File: config.mk
export PLATFORM = sky130hd
export DESIGN_NAME = bus_timer_responder
export DESIGN_NICKNAME = d
export VERILOG_FILES = /design/src/rtl/timer_regs_pkg.sv /design/src/rtl/bus_timer_responder_core.sv /design/src/rtl/bus_timer_responder.sv
export SDC_FILE = /design/constraint.sdc
export NUM_CORES = 1
export LEC_CHECK = 0
export CAP_MARGIN = 20
export CORE_ASPECT_RATIO = 0.6
export CORE_MARGIN = 2
export CORE_UTILIZATION = 60
export DETAILED_ROUTE_END_ITERATION = 10
export DONT_BUFFER_PORTS = 1
export PLACE_DENSITY = 0.76
export SLEW_MARGIN = 20
export SYNTH_ARGS = -nofsm -noshare
export SYNTH_HDL_FRONTEND = slang
export SYNTH_HIERARCHICAL = 1
export SYNTH_SLANG_ARGS = --single-unit
File: constraint.sdc
create_clock -name clk -period 7.5 [get_ports clk]
set_input_delay 1.125 -clock clk [delete_from_list [all_inputs] [get_ports clk]]
set_output_delay 1.125 -clock clk [all_outputs]
set_load 0.01 [all_outputs]
File: src/rtl/timer_regs_pkg.sv
// Shared register map, CTRL bit positions and bus FSM states
// for the bus timer responder and its timer core.
package timer_regs_pkg;

   localparam logic [31:0] A_CTRL   = 32'h00;
   localparam logic [31:0] A_LOAD   = 32'h04;
   localparam logic [31:0] A_COUNT  = 32'h08;
   localparam logic [31:0] A_STATUS = 32'h0C;
   localparam logic [31:0] A_PRESC  = 32'h10;

   localparam int CTRL_EN     = 0;
   localparam int CTRL_RELOAD = 1;
   localparam int CTRL_IRQ_EN = 2;
   localparam int CTRL_W      = 3;

   localparam int STATUS_EXPIRED = 0;
   localparam int PRESC_W        = 8;

   typedef enum logic [1:0] {
      ST_IDLE,
      ST_ACCESS,
      ST_RESP
   } state_e;

   typedef struct packed {
      logic ctrl;
      logic load;
      logic status;
   } wr_strb_t;

endpackage

File: src/rtl/bus_timer_responder_core.sv
// Timer core: CTRL/LOAD/COUNT/STATUS state, tick generation and expiry.
// The PRESCALE divider exists only when TIMER_PRESCALER_EN is defined.
module timer_core
   import timer_regs_pkg::*;
#(
   parameter int DATA_W = 32
) (
   input  logic              clk,
   input  logic              rst,
   input  wr_strb_t          wr_i,
`ifdef TIMER_PRESCALER_EN
   input  logic              wr_presc_i,
   output logic [PRESC_W-1:0] presc_o,
`endif
   input  logic [DATA_W-1:0] wdata_i,
   output logic [CTRL_W-1:0] ctrl_o,
   output logic [DATA_W-1:0] load_o,
   output logic [DATA_W-1:0] count_o,
   output logic              expired_o,
   output logic              irq_o
);

   logic [CTRL_W-1:0] ctrl_q, ctrl_d;
   logic [DATA_W-1:0] load_q, load_d;
   logic [DATA_W-1:0] count_q, count_d;
   logic              exp_q, exp_d;
   logic              irq_q, irq_d;
   logic              tick;
   logic              expire;

`ifdef TIMER_PRESCALER_EN
   logic [PRESC_W-1:0] presc_q, presc_d;
   logic [PRESC_W-1:0] div_q, div_d;

   always_comb begin
      presc_d = presc_q;
      div_d   = div_q + 8'd1;
      tick    = 1'b0;
      if (div_q == presc_q) begin
         tick  = 1'b1;
         div_d = '0;
      end
      if (wr_presc_i) presc_d = wdata_i[PRESC_W-1:0];
      if (wr_presc_i || wr_i.ctrl) div_d = '0;
   end

   always_ff @(posedge clk or posedge rst) begin
      if (rst) begin
         presc_q <= '0;
         div_q   <= '0;
      end else begin
         presc_q <= presc_d;
         div_q   <= div_d;
      end
   end

   assign presc_o = presc_q;
`else
   assign tick = 1'b1;
`endif

   always_comb begin
      ctrl_d  = ctrl_q;
      load_d  = load_q;
      count_d = count_q;
      exp_d   = exp_q;
      irq_d   = exp_q & ctrl_q[CTRL_IRQ_EN];
      expire  = tick & ctrl_q[CTRL_EN] & (count_q == '0);

      if (tick && ctrl_q[CTRL_EN]) begin
         if (count_q != '0) count_d = count_q - DATA_W'(1);
         else if (ctrl_q[CTRL_RELOAD]) count_d = load_q;
         else ctrl_d[CTRL_EN] = 1'b0;
      end

      if (wr_i.ctrl) ctrl_d = wdata_i[CTRL_W-1:0];
      // LOAD writes override any same-cycle decrement or reload
      if (wr_i.load) begin
         load_d  = wdata_i;
         count_d = wdata_i;
      end

      if (wr_i.status && wdata_i[STATUS_EXPIRED]) exp_d = 1'b0;
      if (expire) exp_d = 1'b1;
   end

   always_ff @(posedge clk or posedge rst) begin
      if (rst) begin
         ctrl_q  <= '0;
         load_q  <= '0;
         count_q <= '0;
         exp_q   <= 1'b0;
         irq_q   <= 1'b0;
      end else begin
         ctrl_q  <= ctrl_d;
         load_q  <= load_d;
         count_q <= count_d;
         exp_q   <= exp_d;
         irq_q   <= irq_d;
      end
   end

   assign ctrl_o    = ctrl_q;
   assign load_o    = load_q;
   assign count_o   = count_q;
   assign expired_o = exp_q;
   assign irq_o     = irq_q;

endmodule

File: src/rtl/bus_timer_responder.sv
// Bus responder: IDLE/ACCESS/RESP transfer FSM and register decode.
// Optional PRESCALE register at 0x10 when TIMER_PRESCALER_EN is defined.
module bus_timer_responder
   import timer_regs_pkg::*;
#(
   parameter int DATA_W = 32,
   parameter int ADDR_W = 5
) (
   input  logic              clk,
   input  logic              rst,
   input  logic              req,
   input  logic              wr,
   input  logic [ADDR_W-1:0] addr,
   input  logic [DATA_W-1:0] wdata,
   output logic              ready,
   output logic [DATA_W-1:0] rdata,
   output logic              err,
   output logic              irq
);

   state_e            state_q, state_d;
   logic              wr_q, wr_d;
   logic [ADDR_W-1:0] addr_q, addr_d;
   logic [DATA_W-1:0] wdata_q, wdata_d;
   logic [DATA_W-1:0] rdata_q, rdata_d;
   logic              err_q, err_d;

   logic [31:0]       a32;
   logic              hit_ctrl, hit_load, hit_count;
   logic              hit_status, hit_presc;
   logic              legal;
   logic [DATA_W-1:0] rd_val;
   wr_strb_t          strb;

   logic [CTRL_W-1:0] ctrl;
   logic [DATA_W-1:0] load;
   logic [DATA_W-1:0] count;
   logic              expired;

`ifdef TIMER_PRESCALER_EN
   logic               wr_presc;
   logic [PRESC_W-1:0] presc;
`endif

   assign a32        = 32'(addr_q);
   assign hit_ctrl   = (a32 == A_CTRL);
   assign hit_load   = (a32 == A_LOAD);
   assign hit_count  = (a32 == A_COUNT);
   assign hit_status = (a32 == A_STATUS);
`ifdef TIMER_PRESCALER_EN
   assign hit_presc  = (a32 == A_PRESC);
`else
   assign hit_presc  = 1'b0;
`endif

   // Misaligned addresses never match an aligned register constant
   assign legal = hit_ctrl | hit_load | hit_status | hit_presc
                | (hit_count & ~wr_q);

   always_comb begin
      rd_val = '0;
      unique case (1'b1)
         hit_ctrl:   rd_val = DATA_W'(ctrl);
         hit_load:   rd_val = load;
         hit_count:  rd_val = count;
         hit_status: rd_val = DATA_W'(expired);
`ifdef TIMER_PRESCALER_EN
         hit_presc:  rd_val = DATA_W'(presc);
`endif
         default:    rd_val = '0;
      endcase
   end

   always_comb begin
      state_d = state_q;
      wr_d    = wr_q;
      addr_d  = addr_q;
      wdata_d = wdata_q;
      rdata_d = rdata_q;
      err_d   = err_q;
      strb    = '0;
`ifdef TIMER_PRESCALER_EN
      wr_presc = 1'b0;
`endif
      unique case (state_q)
         ST_IDLE: begin
            if (req) begin
               wr_d    = wr;
               addr_d  = addr;
               wdata_d = wdata;
               state_d = ST_ACCESS;
            end
         end
         ST_ACCESS: begin
            err_d   = ~legal;
            rdata_d = (legal && !wr_q) ? rd_val : '0;
            if (legal && wr_q) begin
               strb.ctrl   = hit_ctrl;
               strb.load   = hit_load;
               strb.status = hit_status;
`ifdef TIMER_PRESCALER_EN
               wr_presc    = hit_presc;
`endif
            end
            state_d = ST_RESP;
         end
         ST_RESP: state_d = ST_IDLE;
         default: state_d = ST_IDLE;
      endcase
   end

   always_ff @(posedge clk or posedge rst) begin
      if (rst) begin
         state_q <= ST_IDLE;
         wr_q    <= 1'b0;
         addr_q  <= '0;
         wdata_q <= '0;
         rdata_q <= '0;
         err_q   <= 1'b0;
      end else begin
         state_q <= state_d;
         wr_q    <= wr_d;
         addr_q  <= addr_d;
         wdata_q <= wdata_d;
         rdata_q <= rdata_d;
         err_q   <= err_d;
      end
   end

   assign ready = (state_q == ST_RESP);
   assign rdata = ready ? rdata_q : '0;
   assign err   = ready & err_q;

   timer_core #(
      .DATA_W (DATA_W)
   ) u_core (
      .clk        (clk),
      .rst        (rst),
      .wr_i       (strb),
`ifdef TIMER_PRESCALER_EN
      .wr_presc_i (wr_presc),
      .presc_o    (presc),
`endif
      .wdata_i    (wdata_q),
      .ctrl_o     (ctrl),
      .load_o     (load),
      .count_o    (count),
      .expired_o  (expired),
      .irq_o      (irq)
   );

endmodule
Word-level counts from Yosys, hierarchy flattened

Index checks and enable logic that the tools add are counted.

Flip-flop bits (word level): 142
Input bits: 41
Output and inout port bits: 35
Logic and storage cells: 58

$add $sub $neg: 1
Eq/ne operators: 6
Muxes and demuxes: 17
Bitwise operators: 9
Reductions and logical operators: 13

Operator list:

| cell                  | count |
|---|---|
| $mux 32               | 6 |
| $pmux 32 s4           | 1 |
| $logic_not 32->1      | 2 |
| $reduce_bool 32->1    | 1 |
| $sub 32x1->32 const B | 1 |
| $eq 5x4->1 const B    | 2 |
| $mux 1                | 6 |
| $mux 3                | 2 |
| $eq 5x3->1 const B    | 1 |
| $and 1x1->1           | 4 |
| $pmux 2 s2            | 1 |
| $reduce_and 2->1      | 2 |
| $reduce_bool 2->1     | 2 |
| $logic_and 1x1->1     | 3 |
| $or 1x1->1            | 3 |
| $reduce_bool 3->1     | 1 |
| $eq 2x1->1 const B    | 1 |
| $eq 2x2->1 const B    | 1 |
| $logic_not 2->1       | 1 |
| $mux 2                | 1 |
| $ne 2x2->1 const B    | 1 |
| $not 1->1             | 2 |
| $logic_not 1->1       | 1 |

Longest topological paths before layout

Word-level depth: 10
Gate-level depth with buffers: 11
Gate-level depth less buffers: 8

Modules after synthesis

Netlist, hierarchy kept.

Modules (own cells, without submodules):

| module              | times used | cells each | area each (um^2) | sequential area each (um^2) |
|---|---|---|---|---|
| timer_core          | 1          | 422        | 3,814.9          | 1,726.7 |
| bus_timer_responder | 1          | 283        | 3,248.1          | 1,826.8 |

Worst setup path before layout

OpenSTA, ideal clock, no wires.

Kind: register to register
From: reg u_core.count_q[12], in the netlist u_core/count_o[12]
To: reg u_core.count_q[10], in the netlist u_core/count_o[10]
Library setup time: 0.135 ns
Arrival time: 2.419 ns
Data required time: 7.365 ns
Path slack: 4.946 ns
Stages on the path, launching flop included: 9
Path buffers: 2
Clock period less this slack: 2.554 ns
Cells stage by stage: dfrtp_1 -> or3_4 -> or3_1 -> buf_6 -> or4_4 -> buf_6 -> mux2i_1 -> a221oi_1 -> a21oi_1

Cells in the longest elaborated chain, start to end: 4
Elaborated cells on any way between the ends: 6
Classes of those cells: 3 x mux; 3 x reduce/logical

RTL lines:

| what                   | RTL line                       | text |
|---|---|---|
| start, declared        | bus_timer_responder_core.sv:25 | `logic [DATA_W-1:0] count_q, count_d;` |
| start signal, assigned | bus_timer_responder_core.sv:97 | `count_q <= count_d;` |
| $reduce_bool 32->1 *   | bus_timer_responder_core.sv:71 | `if (count_q != '0) count_d = count_q - DATA_W'(1);` |
| $mux 32                | bus_timer_responder_core.sv:71 |  |
| $mux 32                | bus_timer_responder_core.sv:70 | `if (tick && ctrl_q[CTRL_EN]) begin` |
| $mux 32                | bus_timer_responder_core.sv:78 | `if (wr_i.load) begin` |

Mark *: on every way between the ends. The rest lies on a longest branch, timed or not. The select of a mux whose other input is x is not followed.
A chain may end at the register's enable or synchronous reset.

==> results.py <==
metrics = {
    "power_and_ir_drop": {
        "switching_power_uw": 989,
        "seqPwrFrac": 0.411,
        "sw_frac_of_total": 0.341,
        "p_int_mw": 1.91,
        "total_power_mw": 2.90,
        "p_comb_frac": 0.247,
        "power_density_mw_per_mm2": 370,
        "leakage_nw": 3.30,
        "p_clk_frac": 0.341,
        "irDropWorstVdd_uv": 199,
    },
    "floorplanning": {
        "ios": 76,
        "start_util": 0.621,
        "die_area_sq_mm": 0.0127,
        "die_w_um": 144,
        "dieHeight_um": 88.0,
        "core-area_sq_mm": 0.0114,
        "num_rows": 30,
    },
    "synth": {
        "synth-edff-count": 0,
        "synth_compound_area_frac": 0.173,
        "yosysUniqueCellTypes": 59,
        "yosys.area_share.simple": 0.167,
        "avgSynthCellArea_sq_um": 10.0,
        "ys_seq_area_frac": 0.503,
        "synth_seq_cells": 142,
        "synth_ff_type": "dfrtp_1",
        "yosys-top-cells-area": "dfrtp_1 50%, mux2_2 8.8%, nand2_1 4.3%, o21ai_0 4.1%, and2_1 3.3%",
        "syn_inst": 705,
        "synth_fa_ha_area_frac": 0.00354,
        "synth_top_cell_by_area": "dfrtp_1",
        "ys_async_sr_fraction": 1.00,
        "yosys_warnings": 6,
        "synth.top_cell.area_share": 0.503,
        "synth_xor_area_frac": 0.00496,
        "synth_nets": 748,
        "synth_top_family_by_area": "compound AO/OA/AOI/OAI gates",
        "synth_mux_area_frac": 0.0965,
        "synth_area_sq_mm": 0.00706,
    },
    "cts": {
        "clkTransAtPathRegs_ps": 60,
        "clockBufferDepth": 2,
        "cts_buffers": 17,
        "hold_buffers": 0,
        "root_buffer": "clkbuf_16",
        "cts-resized-gates": 0,
        "cts_tree": "yes",
        "clock_insertion_delay_worst_skew_ps": 420,
        "cts.sinks": 142,
        "post_cts.repair.setup_buffers": 0,
        "htreeDepth": 4,
    },
    "flow_run": {
        "cap_violations": 0,
    },
    "hold_path": {
        "hold_path_startpoint": "rdata_q[22]",
        "hp-class": "flop to flop",
    },
    "timing": {
        "clock_skew_ps": 9.02,
        "min_period_ps": 3450,
        "slew_viol_final": 0,
        "setup_violations": 0,
        "tightestPinTransition_ps": 947,
        "tns_ps": 0,
        "clock.fmax_mhz": 290,
        "hold_viol": 0,
        "maxSlewHeadroom": 0.363,
        "period_share": 0.460,
        "rsz0062_at_grt": "no",
    },
    "route": {
        "route.detailed.drc": 0,
        "wl_per_cell_um": 20.7,
        "routed_wirelength_um": 17800,
        "postRouteAntennaNets": 0,
        "num_vias": 5641,
        "drtPass1Iterations": 5,
        "drtIter0Drc": 661,
        "via_per_inst": 6.55,
    },
    "layout": {
        "final_nets": 731,
        "syn2layout_area_growth_pct": 10.9,
        "final_cell_mix": "142 x dfrtp_1, 80 x nand2_1, 58 x o21ai_0, 55 x mux2_2, 37 x and2_1",
        "diodes": 0,
        "instances_no_fill": 861,
        "drive_gt1_frac": 0.164,
        "layout_commonest_cell": "dfrtp_1",
        "fin_util": 0.689,
    },
    "worst_setup_path": {
        "cp.required_ps": 7800,
        "end_kind": "flop",
        "crit_path_start": "state_q[1]",
        "path_max_fanout": 84,
        "worstSetupStartpointType": "flop",
        "setup.worst_path.class": "flop to flop",
        "cp.arrival_ps": 3750,
        "rr_startpoint": "state_q[1]",
    },
    "grt": {
        "grt_pass1_vias": 5419,
        "grt_pass1_wl_um": 29100,
        "grt_overflow": 0,
        "grt_max_degree": 85,
        "antenna_found_initial": 0,
        "grt_usage": 0.301,
    },
    "placement": {
        "finalWeightedCongestion": 0.906,
        "port_buffers": 0,
        "hpwl_um": 11700,
        "placed_cells": 829,
    },
    "status": {
        "status": "complete, no violations",
    },
}
-- flip-flops by register name, summed over array words and instances, names as in the netlist --
signal and flops:
rdata_q 32, u_core/count_o 32, u_core/load_o 32, wdata_q 32, addr_q 5, u_core/ctrl_o 3, state_q 2, err_q 1
u_core/expired_o 1, u_core/irq_o 1, wr_q 1
-- cells in the mapped netlist (all sizes together) (4+ instances only) --
library cell	count
a211o	5
a211oi	4
a21oi	26
a22o	5
a22oi	29
a2bb2oi	7
and2	37
and3	6
buf	21
clkbuf	27
dfrtp	142
inv	35
mux2	55
mux2i	4
nand2	81
nand2b	4
nand3	13
nand4	5
nor2	18
nor3	22
nor4	12
o211ai	5
o21ai	73
o221ai	4
o22ai	6
o31ai	4
or3	8
or4	9
xnor2	4
-- path summary, 6_finish.rpt --
kind / end / slack (ps) / cells after the start
worst max-delay path: u_core/count_o[25] / 4050 / 10
worst min-delay path: rdata_q[22] / 480 / 2
worst max register to register: u_core/count_o[25] / 4050 / 10
worst min register to register: rdata_q[22] / 480 / 2
max in group asynchronous: u_core/load_o[15] / 6020 / 2
min in group asynchronous: u_core/load_o[27] / 850 / 2
-- power groups by stage --
stage          clock network [mW]  logic [mW]  registers, mW
2_1_floorplan                   0       0.580           1.10
3_3_place_gp                    0       0.674           1.18
3_5_place_dp                    0       0.701           1.19
4_1_cts                      1.00       0.704           1.19
5_1_grt                      1.04       0.792           1.22
6_report                    0.990       0.717           1.19
-- critical path, cell delays in order (launching register included) --
cell,delay [ps]
dfrtp_1,400
nand2b_1,150
buf_4,260
inv_1,140
nand4_1,170
nor2_4,120
buf_4,670
inv_1,650
nand2_2,290
o22ai_1,120
a221o_1,320
-- logic make-up (layout without fill, tap and decap cells) --
| kind of cell | Yosys count | count (layout) |
|---|---|---|
| compound gates | 189 | 189 |
| xor+xnor | 4 | 4 |
| fa+ha+maj | 2 | 2 |
| buf+inv | 83 | 79 |
| flops | 142 | 142 |
| mux | 60 | 60 |
| simple gates | 225 | 225 |
-- stage by stage --
stage | worst slack (ps) | area, sq um | hold WS (ps)
after floorplan | 4520 | 7060 | 442
after global placement | 4240 | 7140 | 459
after detailed placement | 4150 | 7140 | 468
after CTS | 4150 | 7830 | 481
after global routing | 3820 | 7830 | 502
final | 4050 | 7830 | 476
-- routing by layer --
metal  routed length, um  GRT usage
met1                8500      0.464
met2                7510      0.428
met3                1620     0.0771
met4                 163     0.0686
met5                   0          0
-- cell type report --
cell class / instances / area [sq um]
inverter: 35 / 131
multi-input combinational: 480 / 3160
clock buffer: 19 / 433
fill: 881 / 3540
timing repair buffer: 12 / 90.1
clock inverter: 13 / 260
tap: 160 / 200
sequential: 142 / 3550
Power figures use the tool's default switching activity.
